## config.mk

```make
export PLATFORM = sky130hd
export DESIGN_NAME = alu_arith_pipe
export DESIGN_NICKNAME = d
export VERILOG_FILES = /design/src/rtl/alu_arith_pipe.sv
export SDC_FILE = /design/constraint.sdc
export NUM_CORES = 1
export LEC_CHECK = 0
export ABC_AREA = 1
export CAP_MARGIN = 20
export CORE_AREA = 5 5 118 109
export DETAILED_ROUTE_END_ITERATION = 16
export DIE_AREA = 0 0 123 114
export PLACE_DENSITY = 0.87
export SLEW_MARGIN = 20
export SYNTH_ARGS = -nofsm -noshare
export SYNTH_HDL_FRONTEND = slang
export SYNTH_SLANG_ARGS = --single-unit
```

## constraint.sdc

```tcl
create_clock -name clk -period 1.6 [get_ports clk]
set_input_delay 0.48 -clock clk [delete_from_list [all_inputs] [get_ports clk]]
set_output_delay 0.48 -clock clk [all_outputs]
set_load 0.02 [all_outputs]
```

## src/rtl/alu_arith_pipe.sv

```systemverilog
// -----------------------------------------------------------------------------
// alu_arith_pipe
//
// Registered arithmetic/compare unit behind a valid/ready request port and a
// valid/ready result port. Single-cycle ops (ADD, SUB, set-compare) deliver
// their result one cycle after acceptance at a throughput of one per cycle.
// An optional multi-cycle unsigned shift-add multiplier is included when the
// macro ALU_ARITH_MUL_EN is defined; without it opcode 0100 is illegal and the
// FSM stays in IDLE.
//
// Handshake: a transfer happens on a rising edge where valid and ready are
// both 1. The producer holds its request (and the block holds its result)
// stable until that edge; ready never depends combinationally on valid of the
// same port.
//
// Ports:
//   clk        clock, all state on rising edge
//   rst        asynchronous active-high reset
//   in_valid   request valid
//   in_ready   request accepted this cycle
//   in1, in2   operands (two's complement)
//   crtlSig    opcode
//   out_valid  result valid
//   out_ready  consumer accepts result
//   out        result
//   cout       carry out (SUB: 1 = no borrow)
//   overflow   signed overflow (MUL: upper product bits nonzero)
//   illegal    unknown opcode
//   state_dbg  current FSM state (IDLE=0, MUL=1, DONE=2)
//
// Configuration macro: ALU_ARITH_MUL_EN
// -----------------------------------------------------------------------------
module alu_arith_pipe #(
  parameter int WIDTH = 32
) (
  input  logic             clk,
  input  logic             rst,
  input  logic             in_valid,
  output logic             in_ready,
  input  logic [WIDTH-1:0] in1,
  input  logic [WIDTH-1:0] in2,
  input  logic [3:0]       crtlSig,
  output logic             out_valid,
  input  logic             out_ready,
  output logic [WIDTH-1:0] out,
  output logic             cout,
  output logic             overflow,
  output logic             illegal,
  output logic [1:0]       state_dbg
);

  typedef enum logic [1:0] {
    IDLE = 2'd0,
    MUL  = 2'd1,
    DONE = 2'd2
  } state_t;

  localparam logic [3:0] OP_ADD = 4'b0000;
  localparam logic [3:0] OP_SUB = 4'b0010;
  localparam logic [3:0] OP_SEQ = 4'b0001;
  localparam logic [3:0] OP_SNE = 4'b1001;
  localparam logic [3:0] OP_SLT = 4'b0101;
  localparam logic [3:0] OP_SGT = 4'b0011;
  localparam logic [3:0] OP_SLE = 4'b1101;
  localparam logic [3:0] OP_SGE = 4'b1011;
`ifdef ALU_ARITH_MUL_EN
  localparam logic [3:0] OP_MUL = 4'b0100;
`endif

  state_t           state;
  logic             accept;
  logic             is_mul;
  logic [WIDTH-1:0] res_out;
  logic             res_cout;
  logic             res_ovf;
  logic             res_ill;
  logic [WIDTH:0]   add_full;
  logic [WIDTH:0]   sub_full;
  logic             lt;
  logic             eq;

  assign in_ready  = (~out_valid | out_ready) & (state == IDLE);
  assign accept    = in_valid & in_ready;
  assign state_dbg = state;

  // SUB is in1 + ~in2 + 1 so the carry out doubles as the no-borrow flag.
  assign add_full = {1'b0, in1} + {1'b0, in2};
  assign sub_full = {1'b0, in1} + {1'b0, ~in2} + {{WIDTH{1'b0}}, 1'b1};
  assign lt       = $signed(in1) < $signed(in2);
  assign eq       = (in1 == in2);

  // Result of a single-cycle op, computed from the live request so it can be
  // registered on the accepting edge.
  always_comb begin
    res_out  = '0;
    res_cout = 1'b0;
    res_ovf  = 1'b0;
    res_ill  = 1'b0;
    is_mul   = 1'b0;
    case (crtlSig)
      OP_ADD: begin
        res_out  = add_full[WIDTH-1:0];
        res_cout = add_full[WIDTH];
        res_ovf  = (in1[WIDTH-1] == in2[WIDTH-1]) &&
                   (add_full[WIDTH-1] != in1[WIDTH-1]);
      end
      OP_SUB: begin
        res_out  = sub_full[WIDTH-1:0];
        res_cout = sub_full[WIDTH];
        res_ovf  = (in1[WIDTH-1] != in2[WIDTH-1]) &&
                   (sub_full[WIDTH-1] != in1[WIDTH-1]);
      end
      OP_SEQ: res_out = {{(WIDTH-1){1'b0}}, eq};
      OP_SNE: res_out = {{(WIDTH-1){1'b0}}, ~eq};
      OP_SLT: res_out = {{(WIDTH-1){1'b0}}, lt};
      OP_SGT: res_out = {{(WIDTH-1){1'b0}}, ~lt & ~eq};
      OP_SLE: res_out = {{(WIDTH-1){1'b0}}, lt | eq};
      OP_SGE: res_out = {{(WIDTH-1){1'b0}}, ~lt};
`ifdef ALU_ARITH_MUL_EN
      OP_MUL: is_mul = 1'b1;
`endif
      default: res_ill = 1'b1;
    endcase
  end

`ifdef ALU_ARITH_MUL_EN
  localparam int CW = $clog2(WIDTH + 1);

  logic [CW-1:0]      cnt;
  logic [WIDTH-1:0]   mcand;
  // Low half starts as the multiplier and is shifted out one bit per cycle
  // while the partial product grows into the high half.
  logic [2*WIDTH-1:0] prod;
  logic [WIDTH:0]     psum;

  assign psum = {1'b0, prod[2*WIDTH-1:WIDTH]} +
                (prod[0] ? {1'b0, mcand} : {(WIDTH+1){1'b0}});
`else
  assign state = IDLE;
`endif

  always_ff @(posedge clk or posedge rst) begin
    if (rst) begin
      out_valid <= 1'b0;
      out       <= '0;
      cout      <= 1'b0;
      overflow  <= 1'b0;
      illegal   <= 1'b0;
`ifdef ALU_ARITH_MUL_EN
      state     <= IDLE;
      cnt       <= '0;
      mcand     <= '0;
      prod      <= '0;
`endif
    end else begin
      // Acceptance only happens when the old result is gone or leaving on this
      // edge, so loading here never overwrites an unconsumed result.
      if (accept && !is_mul) begin
        out       <= res_out;
        cout      <= res_cout;
        overflow  <= res_ovf;
        illegal   <= res_ill;
        out_valid <= 1'b1;
      end else if (out_valid && out_ready) begin
        out_valid <= 1'b0;
      end
`ifdef ALU_ARITH_MUL_EN
      case (state)
        IDLE: begin
          if (accept && is_mul) begin
            state <= MUL;
            mcand <= in1;
            prod  <= {{WIDTH{1'b0}}, in2};
            cnt   <= '0;
          end
        end
        MUL: begin
          prod <= {psum, prod[WIDTH-1:1]};
          if (cnt == CW'(WIDTH - 1)) begin
            state <= DONE;
            cnt   <= '0;
          end else begin
            cnt <= cnt + 1'b1;
          end
        end
        DONE: begin
          // First DONE cycle publishes the product; stay until it is taken.
          if (!out_valid) begin
            out       <= prod[WIDTH-1:0];
            cout      <= 1'b0;
            overflow  <= |prod[2*WIDTH-1:WIDTH];
            illegal   <= 1'b0;
            out_valid <= 1'b1;
          end else if (out_ready) begin
            state <= IDLE;
          end
        end
        default: state <= IDLE;
      endcase
`endif
    end
  end

endmodule

```

==> results of run 1 <==
per-stage QoR:
stage / instance area (µm²) / TNS [ns] / cells
floorplan: 6802 / -8.260 / 1081
global placement: 9689 / -37.78 / 1552
detailed placement: 9689 / -40.40 / 1552
Yosys cell counts:
cell type | number | share of area (%)
o21bai_1 | 8 | 0.98
o21ai_2 | 2 | 0.28
a21oi_2 | 3 | 0.43
nor2_2 | 4 | 0.41
nor3b_1 | 1 | 0.12
nand2_4 | 2 | 0.37
clkbuf_1 | 8 | 0.49
buf_2 | 14 | 1.1
o31ai_1 | 2 | 0.24
nand2_2 | 9 | 0.92
o21a_1 | 5 | 0.61
dfrtp_1 | 36 | 15
o32ai_1 | 1 | 0.14
nor2_4 | 5 | 0.92
a21boi_0 | 2 | 0.24
conb_1 | 1 | 0.061
and2_1 | 1 | 0.10
o21ai_1 | 9 | 0.73
o21ai_0 | 58 | 4.7
nor3_1 | 17 | 1.4
a21oi_1 | 87 | 7.1
nand2_1 | 338 | 21
nor2_1 | 119 | 7.3
nand3_1 | 81 | 6.6
buf_4 | 9 | 1.1
nand4_1 | 17 | 1.7
or2_2 | 1 | 0.10
o311ai_0 | 1 | 0.14
o22ai_1 | 2 | 0.20
buf_6 | 1 | 0.18
nor4_1 | 2 | 0.20
nand3b_1 | 4 | 0.49
a21o_1 | 10 | 1.2
xor2_1 | 7 | 1.0
fa_1 | 2 | 0.65
nor3_2 | 1 | 0.16
inv_1 | 136 | 8.3
inv_2 | 5 | 0.31
nand3b_2 | 1 | 0.18
clkinv_1 | 1 | 0.061
nand3_2 | 2 | 0.33
ha_1 | 64 | 13
or2_0 | 1 | 0.10
kinds of logic after synthesis:
group | after synthesis | share of synthesized area (%)
DFF | 36 | 14.65
and+or+nand+nor | 606 | 42.00
other | 1 | 0.06099
buffers and inverters | 174 | 11.58
xor gates and xnor gates | 7 | 0.9972
adders and majority gates | 66 | 13.68
AOI/OAI and AO/OA | 190 | 17.03
==> reports/results.tsv, run 1 <==
stage	metric	value	unit
clock_network	cts.htree.levels	2	
synthesis	syn_area	6148	µm²
clock_network	ctsResizeCount	822	
floorplanning	start_util	52.78	%
placement	gp_congestion	0.9959	
clock_network	cts_sinks	36	
synthesis	synth_cell_type_count	43	
placement	place_ws	-1.375	ns
placement	dp_hpwl	21950	µm
run_status	tool.error	[ERROR DPL-0038] Utilization greater than 100%, impossible to legalize	
synthesis	ys_ff_latch	36	
clock_network	clockRootBuffer	clkbuf_16	
clock_network	cts_hold_buf	0	
floorplanning	fp.dieW	123	µm
synthesis	ys_seq_area_share	14.65	%
run_status	haltStage	clock tree synthesis (4_1_cts)	
floorplanning	dieHeight	114	µm
clock_network	cts_buffer_depth	2	
clock_network	numCtsBuffers	5	
synthesis	syn_inst	1080	
floorplanning	ios	111	
run_status	status	stopped before the end	
synthesis	yosysWarnings	0	
synthesis	synth.avg_cell_area	5.693	µm²
floorplanning	num_rows	38	
clock_network	cts_setup_buffers	82	
placement	port_buffers	108	
==> run 2: changes to the inputs <==
--- a/config.mk
+++ b/config.mk
@@ -7,10 +7,10 @@
 export LEC_CHECK = 0
 export ABC_AREA = 1
 export CAP_MARGIN = 20
-export CORE_AREA = 5 5 118 109
+export CORE_AREA = 5 5 130 132
 export DETAILED_ROUTE_END_ITERATION = 16
-export DIE_AREA = 0 0 123 114
-export PLACE_DENSITY = 0.87
+export DIE_AREA = 0 0 135 137
+export PLACE_DENSITY_LB_ADDON = 0.15
 export SLEW_MARGIN = 20
 export SYNTH_ARGS = -nofsm -noshare
 export SYNTH_HDL_FRONTEND = slang
==> run 2 against run 1 <==
The flow now finishes, with violations (setup timing). Area after synthesis did not move. Synthesized cell count did not move.
==> reports/results.tsv, run 2 <==
stage	metric	value	unit
run_status	status	complete, but fails checks	
run_status	failed_checks	setup timing	
synthesis	syn_area	6148	µm²
floorplanning	num_rows	46	
clock_network	cts.clk_slew.worst_paths	0.05	ns
sta	fmax	451.2	MHz
finish	area_growth	106.9	%
finish	final_cell_mix	256 x buf_4, 228 x nand2_1, 79 x buf_6	
critical_path	critPathBufInv	5	
route	postRouteWirelength	33000	µm
placement	gp_congestion	0.9612	
sta	setup_viol	33	
finish	final_cell_area	12720	µm²
power	p_total	6.812	mW
synthesis	yosys.area.top_type	nand2_1	
clock_network	clockRootBuffer	clkbuf_16	
finish	diodes	0	
finish	largest_reg_flops	32	
sta	hold_violations	0	
global_routing	grt_pass1_vias	9042	
sta	clock_skew	0.001320	ns
placement	port_buffers	108	
clock_network	numCtsBuffers	5	
synthesis	synth.avg_cell_area	5.693	µm²
sta	fin_crit_sh	138.5	%
finish	regMostFlops	out	
floorplanning	ios	111	
synthesis	syn_inst	1080	
route	dr.pass1.iters	8	
power	switching_share	45.00	%
synthesis	yosysMostFrequentCell	nand2_1	
job	maxCapViolations	0	
synthesis	synth_edf_count	0	
critical_path	crit_top_cell	nand2_2	
critical_path	slowest_delay	0.23	ns
finish	final_cells	1706	
synthesis	ys_top_cells_by_area	nand2_1 21%, dfrtp_1 15%, ha_1 13%	
floorplanning	dieHeight	137	µm
clock_network	clk_latency	0.28	ns
critical_path	endpoint_kind	register	
critical_path	worst_setup_path_start_kind	primary input	
critical_path	critical_path.top_delay_family	simple AND/OR/NAND/NOR gates	
floorplanning	die-area	18500	µm²
route	drtIter0Drc	818	
clock_network	cts.htree.levels	2	
route	drc	0	
critical_path	crit_fanout	4	
power	power.switching	3.065	mW
route	vias	9437	
finish	layout-drive-gt1-share	58.32	%
power	combPwrFrac	71.8	%
synthesis	synth.top_cell.area_share	20.63	%
synthesis	synth_cell_type_count	43	
synthesis	synth_ff_type	dfrtp_1	
floorplanning	coreArea	15600	µm²
global_routing	grt_pass1_wl	46220	µm
clock_network	tritoncts	built	
synthesis	ys_ff_latch	36	
critical_path	crit_chain	buf_4 -> inv_4 -> ha_4 -> buf_4 -> inv_4 -> nor2_2 -> a21oi_4 -> inv_2 -> o21ai_2 -> nand2_1 -> nand2_2 -> nand3_2 -> nand2_2 -> nand2_2 -> nand3_2 -> nand2_2 -> nand2_2 -> nand2_1	
floorplanning	fp.dieW	135	µm
power	pwr-share-seq	14.9	%
route	drt-wirelength-per-cell	19.35	µm
critical_path	crit_type	primary input to register	
power	vdd_ir_drop_max	606.0	µV
placement	dpl_cell_area	9752	µm²
power	clkPwrFrac	13.4	%
synthesis	synth_async_sr_flop_share	100.0	%
min_path	min_path_type	register to register	
placement	dp.cells	1607	
route	ant_nets	0	
sta	finalHoldWorstSlack	0.4609	ns
synthesis	yosysWarnings	0	
critical_path	worstPathArrival	2.39	ns
placement	dp_hpwl	22020	µm
route	routed_via_density	5.532	
sta	timing.final.crit_period	2.216	ns
clock_network	cts_sinks	36	
finish	layout_commonest_cell	buf_4	
synthesis	ys_seq_area_share	14.65	%
synthesis	synth_common_cells	338 x nand2_1, 136 x inv_1, 119 x nor2_1, 87 x a21oi_1, 81 x nand3_1	
global_routing	gr-total-overflow	0	
power	p_per_area	535.5	nW/µm²
global_routing	grt_use_total	31.43	%
clock_network	cts_hold_buf	0	
sta	finalWorstSetupSlack	-0.6163	ns
floorplanning	start_util	39.42	%
sta	drv_slew	0	
critical_path	crit_path_top_delay_cell	ha_4	
global_routing	antenna_found_initial	0	
power	internal-power	3.747	mW
power	leakagePower	6.168	nW
global_routing	grt_max_degree	37	
clock_network	cts_buffer_depth	2	
sta	rsz0062_at_grt	true	
finish	layout.nets	1628	
critical_path	cp_data_required_time	1.77	ns
==> run 2: cell counts after synthesis <==
No cell type changed its count.
==> run 2: kinds of logic (layout without fill, tap and decap cells) <==
| family | count (synthesis) | after routing | synth area share (%) |
|---|---|---|---|
| and+or+nand+nor | 606 | 606 | 42.00 |
| AOI/OAI and AO/OA | 190 | 190 | 17.03 |
| buffers and inverters | 174 | 583 | 11.58 |
| adders and majority gates | 66 | 66 | 13.68 |
| DFF | 36 | 36 | 14.65 |
| xor gates and xnor gates | 7 | 7 | 0.9972 |
| other | 1 | 2 | 0.06099 |
==> run 2: power groups by stage <==
stage               clock [mW]  sequential, mW  combinational [mW]
CTS                      0.922            1.02                4.30
global placement             0            1.03                3.26
global route             0.956            1.02                5.12
detailed placement           0            1.03                3.28
floorplan                    0            1.12                1.64
finish                   0.910            1.01                4.89
==> run 2: through the flow <==
step	utilization [%]	setup TNS, ns	worst slack, ns
5_1_grt	81.57	-17.27	-0.6955
2_1_floorplan	-	-8.260	-0.4441
4_1_cts	77.47	-10.55	-0.4963
3_5_place_dp	62.52	-39.12	-1.368
3_3_place_gp	62.52	-38.31	-1.309
6_report	81.57	-14.50	-0.6163
==> run 2: timing repair <==
item                       CTS  global route
gates cloned                 1             0
pin swaps                  265           128
setup endpoints to repair   71            34
buffers inserted            81            21
gates resized for setup    805           133
==> run 2: per-layer routing <==
metal	global-route usage, %	wire (µm)
met5	0	0
met1	41.34	13270
met4	9.966	1831
met2	54.72	15300
met3	2.647	2603
==> run 2: final cells by class <==
| cell class | count | area [µm²] |
|---|---|---|
| clock buffers | 6 | 128.9 |
| clock inverters | 1 | 5.005 |
| fillers | 1010 | 2875 |
| inverters | 142 | 640.6 |
| multi-input cells | 871 | 6995 |
| flip-flops and latches | 36 | 900.9 |
| well taps | 216 | 270.3 |
| repair buffers | 434 | 3781 |
==> run 2: worst reg2reg max path: stages (launching register included) <==
cell and delay, ns:
dfrtp_1 0.38, nand2_2 0.09, buf_4 0.11, nand2_1 0.08, buf_4 0.19, buf_4 0.15, nand2_1 0.07, nand2_1 0.06
==> run 2: final timing paths <==
check / from / to / slack (ns) / cells after the start
max: in2[3] / out[16]$_DFFE_PP0P_ / -0.62 / 18
min: out[6]$_DFFE_PP0P_ / out[6]$_DFFE_PP0P_ / 0.46 / 2
max reg2reg: out_valid$_DFFE_PP0P_ / out[21]$_DFFE_PP0P_ / 0.37 / 7
min reg2reg: out[6]$_DFFE_PP0P_ / out[6]$_DFFE_PP0P_ / 0.46 / 2
max in group asynchronous: rst / out[3]$_DFFE_PP0P_ / 0.86 / 3
min in group asynchronous: rst / out[27]$_DFFE_PP0P_ / 0.55 / 3
No activity file was read; power rests on OpenSTA's default activity.
